$ cat src/rtl/global_defs.sv
// Global matrix/element dimensions shared by the MPU blocks.
// Not overridable per instance.
package global_defs;

  localparam int FP              = 32;
  localparam int M               = 4;
  localparam int N               = 4;
  localparam int MBITS           = 2;
  localparam int NBITS           = 2;
  localparam int MATRIX_REG_SIZE = 3;

endpackage

$ cat src/rtl/mpu_pkg.sv
// MPU shared types: store- and load-path FSM state encodings.
// Imported by the load/store engines.
package mpu_pkg;

  typedef enum logic [1:0] {
    STORE_IDLE,
    STORE_MATRIX,
    STORE_DONE
  } store_state_t;

  typedef enum logic [1:0] {
    LOAD_IDLE,
    LOAD_MATRIX,
    LOAD_DONE
  } load_state_t;

endpackage

$ cat src/rtl/mpu_load_walker.sv
// Row-major row/column pointer walker for the matrix load engine.
// last flags the (m-1, n-1) position using full-width size compares.
module mpu_load_walker
  import global_defs::*;
(
  input  logic           clk,
  input  logic           rst,
  input  logic           clear,
  input  logic           advance,
  input  logic [MBITS:0] m_size_i,
  input  logic [NBITS:0] n_size_i,
  output logic [MBITS:0] row,
  output logic [NBITS:0] col,
  output logic           last
);

  localparam logic [MBITS:0] ONE_M = {{MBITS{1'b0}}, 1'b1};
  localparam logic [NBITS:0] ONE_N = {{NBITS{1'b0}}, 1'b1};

  logic [MBITS:0] row_q, row_d;
  logic [NBITS:0] col_q, col_d;
  logic [MBITS:0] m_last;
  logic [NBITS:0] n_last;
  logic           col_end;

  assign m_last  = m_size_i - ONE_M;
  assign n_last  = n_size_i - ONE_N;
  assign col_end = (col_q == n_last);
  assign last    = (row_q == m_last) && col_end;

  // Next pointer: wrap col at n-1, and park at 0 after the final beat.
  always_comb begin
    row_d = row_q;
    col_d = col_q;
    if (clear) begin
      row_d = '0;
      col_d = '0;
    end else if (advance) begin
      if (last) begin
        row_d = '0;
        col_d = '0;
      end else if (col_end) begin
        row_d = row_q + ONE_M;
        col_d = '0;
      end else begin
        col_d = col_q + ONE_N;
      end
    end
  end

  // Pointer registers.
  always_ff @(posedge clk) begin
    if (!rst) begin
      row_q <= '0;
      col_q <= '0;
    end else begin
      row_q <= row_d;
      col_q <= col_d;
    end
  end

  assign row = row_q;
  assign col = col_q;

endmodule

$ cat src/rtl/mpu_load.sv
// Matrix load engine: memory beats -> register file, row-major.
// Optional start-size rejection via MPU_LOAD_SIZE_CHECK_EN.
module mpu_load
  import global_defs::*;
  import mpu_pkg::*;
(
  input  logic                       clk,
  input  logic                       rst,
  input  logic                       load_en_in,
  input  logic [MATRIX_REG_SIZE-1:0] mem_load_addr_in,
  input  logic [MBITS:0]             mem_m_load_size_in,
  input  logic [NBITS:0]             mem_n_load_size_in,
  input  logic [FP-1:0]              mem_load_element_in,
  input  logic                       mem_load_valid_in,
  output logic                       mem_load_ready_out,
  output logic                       reg_load_en_out,
  output logic [FP-1:0]              reg_load_element_out,
  output logic [MBITS:0]             reg_i_load_loc_out,
  output logic [NBITS:0]             reg_j_load_loc_out,
  output logic [MATRIX_REG_SIZE-1:0] reg_load_addr_out,
  output logic [MBITS:0]             reg_m_load_size_out,
  output logic [NBITS:0]             reg_n_load_size_out,
  output logic                       load_busy_out,
  output logic                       load_done_out,
  output logic                       load_error_out
);

  load_state_t state_q, state_d;

  logic [MATRIX_REG_SIZE-1:0] addr_q;
  logic [MBITS:0]             m_q;
  logic [NBITS:0]             n_q;
  logic                       wen_q;
  logic [FP-1:0]              elem_q;
  logic [MBITS:0]             i_q;
  logic [NBITS:0]             j_q;

  logic           req;
  logic           size_bad;
  logic           start;
  logic           accept;
  logic [MBITS:0] row;
  logic [NBITS:0] col;
  logic           last;

  assign req = (state_q == LOAD_IDLE) && load_en_in;

`ifdef MPU_LOAD_SIZE_CHECK_EN
  localparam logic [MBITS:0] M_MAX = (MBITS+1)'(M);
  localparam logic [NBITS:0] N_MAX = (NBITS+1)'(N);

  logic err_q;

  assign size_bad = (mem_m_load_size_in == '0)
                 || (mem_n_load_size_in == '0)
                 || (mem_m_load_size_in > M_MAX)
                 || (mem_n_load_size_in > N_MAX);

  // One-cycle pulse after a rejected start.
  always_ff @(posedge clk) begin
    if (!rst) err_q <= 1'b0;
    else      err_q <= req && size_bad;
  end

  assign load_error_out = err_q;
`else
  assign size_bad       = 1'b0;
  assign load_error_out = 1'b0;
`endif

  assign start  = req && !size_bad;
  assign accept = (state_q == LOAD_MATRIX) && mem_load_valid_in;

  mpu_load_walker u_walker (
    .clk      (clk),
    .rst      (rst),
    .clear    (start),
    .advance  (accept),
    .m_size_i (m_q),
    .n_size_i (n_q),
    .row      (row),
    .col      (col),
    .last     (last)
  );

  // FSM state register.
  always_ff @(posedge clk) begin
    if (!rst) state_q <= LOAD_IDLE;
    else      state_q <= state_d;
  end

  // Next state and state-decoded outputs.
  always_comb begin
    state_d            = state_q;
    mem_load_ready_out = 1'b0;
    load_busy_out      = 1'b0;
    load_done_out      = 1'b0;
    unique case (state_q)
      LOAD_IDLE: begin
        if (start) state_d = LOAD_MATRIX;
      end
      LOAD_MATRIX: begin
        mem_load_ready_out = 1'b1;
        load_busy_out      = 1'b1;
        if (accept && last) state_d = LOAD_DONE;
      end
      LOAD_DONE: begin
        load_busy_out = 1'b1;
        load_done_out = 1'b1;
        state_d       = LOAD_IDLE;
      end
      default: state_d = LOAD_IDLE;
    endcase
  end

  // Captured job parameters, held until the next accepted start.
  always_ff @(posedge clk) begin
    if (!rst) begin
      addr_q <= '0;
      m_q    <= '0;
      n_q    <= '0;
    end else if (start) begin
      addr_q <= mem_load_addr_in;
      m_q    <= mem_m_load_size_in;
      n_q    <= mem_n_load_size_in;
    end
  end

  // Register-file write port, one cycle behind each accepted beat.
  always_ff @(posedge clk) begin
    if (!rst) begin
      wen_q  <= 1'b0;
      elem_q <= '0;
      i_q    <= '0;
      j_q    <= '0;
    end else begin
      wen_q <= accept;
      if (accept) begin
        elem_q <= mem_load_element_in;
        i_q    <= row;
        j_q    <= col;
      end
    end
  end

  assign reg_load_en_out      = wen_q;
  assign reg_load_element_out = elem_q;
  assign reg_i_load_loc_out   = i_q;
  assign reg_j_load_loc_out   = j_q;
  assign reg_load_addr_out    = addr_q;
  assign reg_m_load_size_out  = m_q;
  assign reg_n_load_size_out  = n_q;

endmodule

$ cat config.mk
export PLATFORM = sky130hd
export DESIGN_NAME = mpu_load
export DESIGN_NICKNAME = d
export VERILOG_FILES = /design/src/rtl/global_defs.sv /design/src/rtl/mpu_pkg.sv /design/src/rtl/mpu_load_walker.sv /design/src/rtl/mpu_load.sv
export SDC_FILE = /design/constraint.sdc
export NUM_CORES = 1
export LEC_CHECK = 0
export BUFFER_PORTS_ARGS = -buffer_cell sky130_fd_sc_hd__buf_2
export CAP_MARGIN = 20
export CORE_UTILIZATION = 50
export CTS_BUF_LIST = sky130_fd_sc_hd__clkbuf_8
export CTS_CLUSTER_DIAMETER = 50
export DETAILED_ROUTE_END_ITERATION = 8
export GPL_TIMING_DRIVEN = 0
export PLACE_DENSITY = 0.8
export SLEW_MARGIN = 20
export SYNTH_ARGS = -nofsm -noshare
export SYNTH_HDL_FRONTEND = slang
export SYNTH_HIERARCHICAL = 1
export SYNTH_SLANG_ARGS = --single-unit
$ cat constraint.sdc
create_clock -name clk -period 2.1 [get_ports clk]
set_input_delay 0.42 -clock clk [delete_from_list [all_inputs] [get_ports clk]]
set_output_delay 0.42 -clock clk [all_outputs]
set_load 0.02 [all_outputs]
## Word level (Yosys, flattened, before mapping)

Cells that the tools add are included.

- Logic and storage cells: 41
- Output and inout port bits: 52
- Input bits: 45
- Register bits: 56

- Mux-type cells: 10
- Bitwise logic cells: 1
- Equality and inequality tests: 6
- Reduce and logical (&&, ||, !) cells: 10
- $add $sub $neg: 4

Operators with widths:

| kind | count |
|---|---|
| 3-bit 2-to-1 mux | 4 |
| 3-bit by 1-bit adder with 3-bit output, second input constant | 2 |
| 3-bit == test | 2 |
| 3-bit by 1-bit subtractor with 3-bit output, second input constant | 2 |
| 1-bit logical AND | 4 |
| 2-bit 2-to-1 mux | 2 |
| 2-bit case mux with 2 select lines | 1 |
| 2-bit AND reduction | 2 |
| 2-bit OR reduction | 2 |
| 1-bit 2-to-1 mux | 3 |
| 2-bit by 1-bit == test with 1-bit output, second input constant | 1 |
| 2-bit == test, second input constant | 1 |
| 2-bit logical NOT | 1 |
| 2-bit by 1-bit != test with 1-bit output, second input constant | 1 |
| 2-bit != test, second input constant | 1 |
| 2-bit nonzero test | 1 |
| 1-bit NOT | 1 |

## Logic depth before layout (Yosys ltp)

- Depth in word-level cells: 6
- Mapped depth: 8
- Mapped depth without buffers: 8

## By module

The synthesis kept the hierarchy.

Modules (own cells, without submodules):

| module | cells each | area each (um^2) | instances |
|---|---|---|---|
| mpu_load | 227 | 1,994.4 | 1 |
| mpu_load_walker | 44 | 446.7 | 1 |

## Least setup slack after synthesis

OpenSTA, ideal clock, no wires.

- Kind: register to register
- Start point: reg m_q[0], in the netlist reg_m_load_size_out[0]
- End point: reg state_q[0]
- Cell stages (with the launch flop): 9
- Library setup time: 0.072 ns
- Arrival time: 1.897 ns
- Slack: 0.132 ns
- Cell sequence: dfxtp_1 > inv_1 > ha_1 > xor2_1 > nand3_2 > nor4b_1 > nand2_1 > a21oi_1 > mux2i_1

- Longest elaborated chain between the ends: 6

Ends and longest elaborated chain:

| what | RTL line | RTL |
|---|---|---|
| start: declaration | mpu_load.sv:31 | `logic [MBITS:0] m_q;` |
| start signal: assignment | mpu_load.sv:124 | `m_q <= mem_m_load_size_in;` |
| 3-bit by 1-bit subtractor with 3-bit output | mpu_load_walker.sv:26 | `assign m_last = m_size_i - ONE_M;` |
| 3-bit == test | mpu_load_walker.sv:29 | `assign last = (row_q == m_last) && col_end;` |
| 1-bit logical AND | mpu_load_walker.sv:29 |  |
| net last | mpu_load.sv:44 | `logic last;` |
| 1-bit logical AND | mpu_load.sv:105 | `if (accept && last) state_d = LOAD_DONE;` |
| 2-bit by 1-bit != test with 1-bit output (no source line) | n/a |  |
| 2-bit AND reduction (no source line) | n/a |  |
| end signal: assignment | mpu_load.sv:89 | `else state_q <= state_d;` |
| end: declaration | mpu_load.sv:28 | `load_state_t state_q, state_d;` |

The timed path passes the listed nets, and every way through them passes these cells.
A chain may end at the register's enable or synchronous reset.

## Worst setup path after layout

Ends and elaborated chain as after synthesis.

==> summary.txt <==
Clocking
  – # hold bufs at CTS: 0
  – Post-CTS Setup Repair Bufs: 0
  – Total CTS buffers: 5
  – Worst-path clk slew: 100 ps
  – CTS max path bufs: 2
  – H-tree levels: 2
  – Sink Count: 56
  – Gates resized, CTS repair: 0
  – Clk Latency, worst-skew pair: 300 ps
  – Root Driver: clkbuf_8
  – CTS tree: built

Power
  – Static leakage: 1.426 nW
  – Largest vdd supply drop: 0.5914 mV
  – Total power: 2.900 mW
  – Pwr per Cell Area: 927.5 nW/um^2

Final layout
  – Design Area, Final: 3127 um^2
  – Area of the multi-input gates: 1196 um^2
  – Diode count: 0
  – Reg area: 1121 um^2
  – Fin nets: 427
  – Layout cell share with drive strength beyond 1: 36.10%
  – Filler instances: 406
  – Synth-to-layout area growth: 28.09%
  – Non-filler instance count after layout: 441
  – Most frequent cells in the layout: 102 x nand2_1, 96 x buf_2, 56 x dfxtp_1, 35 x a21boi_0, 10 x a21boi_2
  – Most common cell after layout, fill and taps aside: nand2_1

Routing
  – DR WL/cell: 11.05 um
  – Drt pass-1 iters: 4
  – First DRT Iteration DRCs: 65
  – DR vias/cell: 4.676
  – Wirelength, routed: 4875 um
  – Drc violations: 0
  – Post-DRT Antenna Nets: 0
  – Via count: 2062

Worst setup path
  – Arrival time at the worst endpoint: 2150 ps
  – Crit path kind: flop to flop
  – CP Max Fanout: 4
  – Crit path cell chain: inv_1, ha_1, xor2_1, nand3_2, nor4b_2, nand2_1, a21oi_2, mux2i_1
  – Slowest stage delay, CP: 390 ps
  – Slowest-stage cell, CP: dfxtp_1
  – Top cell family by delay on the critical path: simple AND/OR/NAND/NOR gates
  – CP startpoint kind: flop
  – Required time of the critical path: 2340 ps
  – R2R Setup Slk: 190 ps
  – Sum of buffers and inverters on the critical path: 1
  – Crit. End Element: flop

Yosys
  – Mapped cell area: 2441 um^2
  – Synth top area cells: dfxtp_1 46%, nand2_1 16%, a21boi_0 11%
  – Yosys warning total: 6
  – Sequential element share of the synthesized area: 45.93%
  – Yosys reg bits: 56
  – Area share of the largest cell type after synthesis: 45.93%
  – Post-Syn Area per Cell: 9.008 um^2
  – Unique masters post-synth: 35
  – Syn Inst Count: 271
  – Cell type with the largest total area after synthesis: dfxtp_1
  – Post-Syn Nets: 325

Floorplan
  – Core outline area: 4723 um^2
  – Die area: 5165 um^2
  – Initial Utilization: 51.68%
  – Die width: 71.87 um
  – Placement row count: 25
  – Boundary pin count: 97
  – Die Span Y: 71.87 um

Timing
  – Final period utilization: 90.75%
  – Hold Fails Final Rpt: 0
  – Max Clk Rate: 0.5247 GHz
  – Hold WS: 340.4 ps
  – Post-Route Skew: 3.981 ps
  – Final Max Tran Viols: 0
  – Setup total negative slack: 0 ps
  – Minimum clock period: 1906 ps
  – RSZ-0062 raised after global routing: false
  – Finish-stage setup viols: 0

Placed design
  – GP Congestion: 0.7199
  – Post-Place Cell Area: 3000 um^2
  – Placed Cells: 433
  – Dpl hpwl: 3616 um
  – I/O Buffers: 95

GRT
  – Initial antenna violation count: 0
  – Largest net degree at the start of global routing: 18
  – GRT Residual Overflow: 0
  – First-pass GRT wire length: 8121 um
  – Vias in the first global route: 1890
  – Global Route Usage Sum: 19.93%

Job
  – Max cap viols: 0

Hold path
  – Class of the worst hold path: input pin to flop

Outcome
  – Status: complete, no violations
[registers in the layout, summed over array words and instances (netlist names)]
signal and cells:
reg_i_load_loc_out 3, reg_j_load_loc_out 3, reg_load_addr_out 3, reg_load_element_out 32, reg_load_en_out 1, reg_m_load_size_out 3
reg_n_load_size_out 3, state_q 2, u_walker/col 3, u_walker/row 3
[per-stage QoR]
step | utilization [%] | worst slack [ps]
floorplan | - | 131.7
global placement | 63.52 | 96.43
detailed placement | 63.52 | 69.45
CTS | 65.88 | 55.44
global route | 66.20 | 79.48
finish | 66.20 | 194.2
[synth_stat cells]
| master | count |
|---|---|
| a21boi_0 | 35 |
| a21boi_1 | 2 |
| a21boi_2 | 10 |
| a21oi_1 | 1 |
| and3_1 | 1 |
| buf_2 | 1 |
| buf_4 | 4 |
| buf_6 | 4 |
| clkbuf_1 | 5 |
| clkbuf_2 | 1 |
| clkinv_1 | 1 |
| conb_1 | 1 |
| dfxtp_1 | 56 |
| ha_1 | 9 |
| inv_1 | 6 |
| inv_2 | 1 |
| mux2i_1 | 3 |
| nand2_1 | 102 |
| nand2_2 | 2 |
| nand2b_1 | 1 |
| nand2b_4 | 1 |
| nand3_1 | 3 |
| nand3_2 | 1 |
| nand3b_1 | 1 |
| nand4b_1 | 1 |
| nand4bb_4 | 1 |
| nor2_1 | 3 |
| nor2b_1 | 2 |
| nor4b_1 | 1 |
| o211ai_2 | 1 |
| o21ai_1 | 2 |
| xnor2_1 | 3 |
| xnor3_1 | 1 |
| xnor3_2 | 1 |
| xor2_1 | 3 |
[worst min-delay path, stage by stage]
cell	delay, ps
buf_2	90
nand2_1	50
a21boi_1	50
[where the power goes]
group	internal, mW	switching [mW]	total [mW]
clock	0.353	0.344	0.698
combinational	0.373	0.567	0.940
sequential	1.19	0.0737	1.26
total	1.91	0.985	2.90
[path summary, 6_finish.rpt]
| path | startpoint | to | depth (start not counted) |
|---|---|---|---|
| hold / removal | mem_load_element_in[7] | reg_load_element_out[7] | 3 |
| setup reg to reg | reg_m_load_size_out[0] | state_q[0] | 8 |
| hold reg to reg | reg_load_element_out[7] | reg_load_element_out[7] | 2 |
| setup / recovery | reg_m_load_size_out[0] | state_q[0] | 8 |
[area by class of cell]
type / count / area share, %
flip-flops and latches: 56 / 35.85
plain buffers: 15 / 3.361
clock buffers: 5 / 2.201
inverters: 8 / 1.080
well taps: 67 / 2.681
multi-input cells: 192 / 38.26
clock inverters: 3 / 1.361
repair buffers: 95 / 15.21
[per-layer routing]
metal,up-vias,part of all wire [%],global-route usage [%]
met5,-,0,0
li1,1075,-,-
met3,7,6.9,4.501
met4,0,1.4,8.061
met2,68,47,35.22
met1,912,45,23.30
[cells by family after synthesis]
group,Yosys count,synth area share (%)
multiplexers,3,1.230
AO/OA/AOI/OAI,51,17.12
flip-flops,56,45.93
adder cells (fa/ha/maj),9,4.613
AND/OR/NAND/NOR,120,21.43
other,1,0.1536
XOR/XNOR,8,4.049
buffers and inverters,23,5.484
Note: power is estimated with default switching activity, not from simulation.
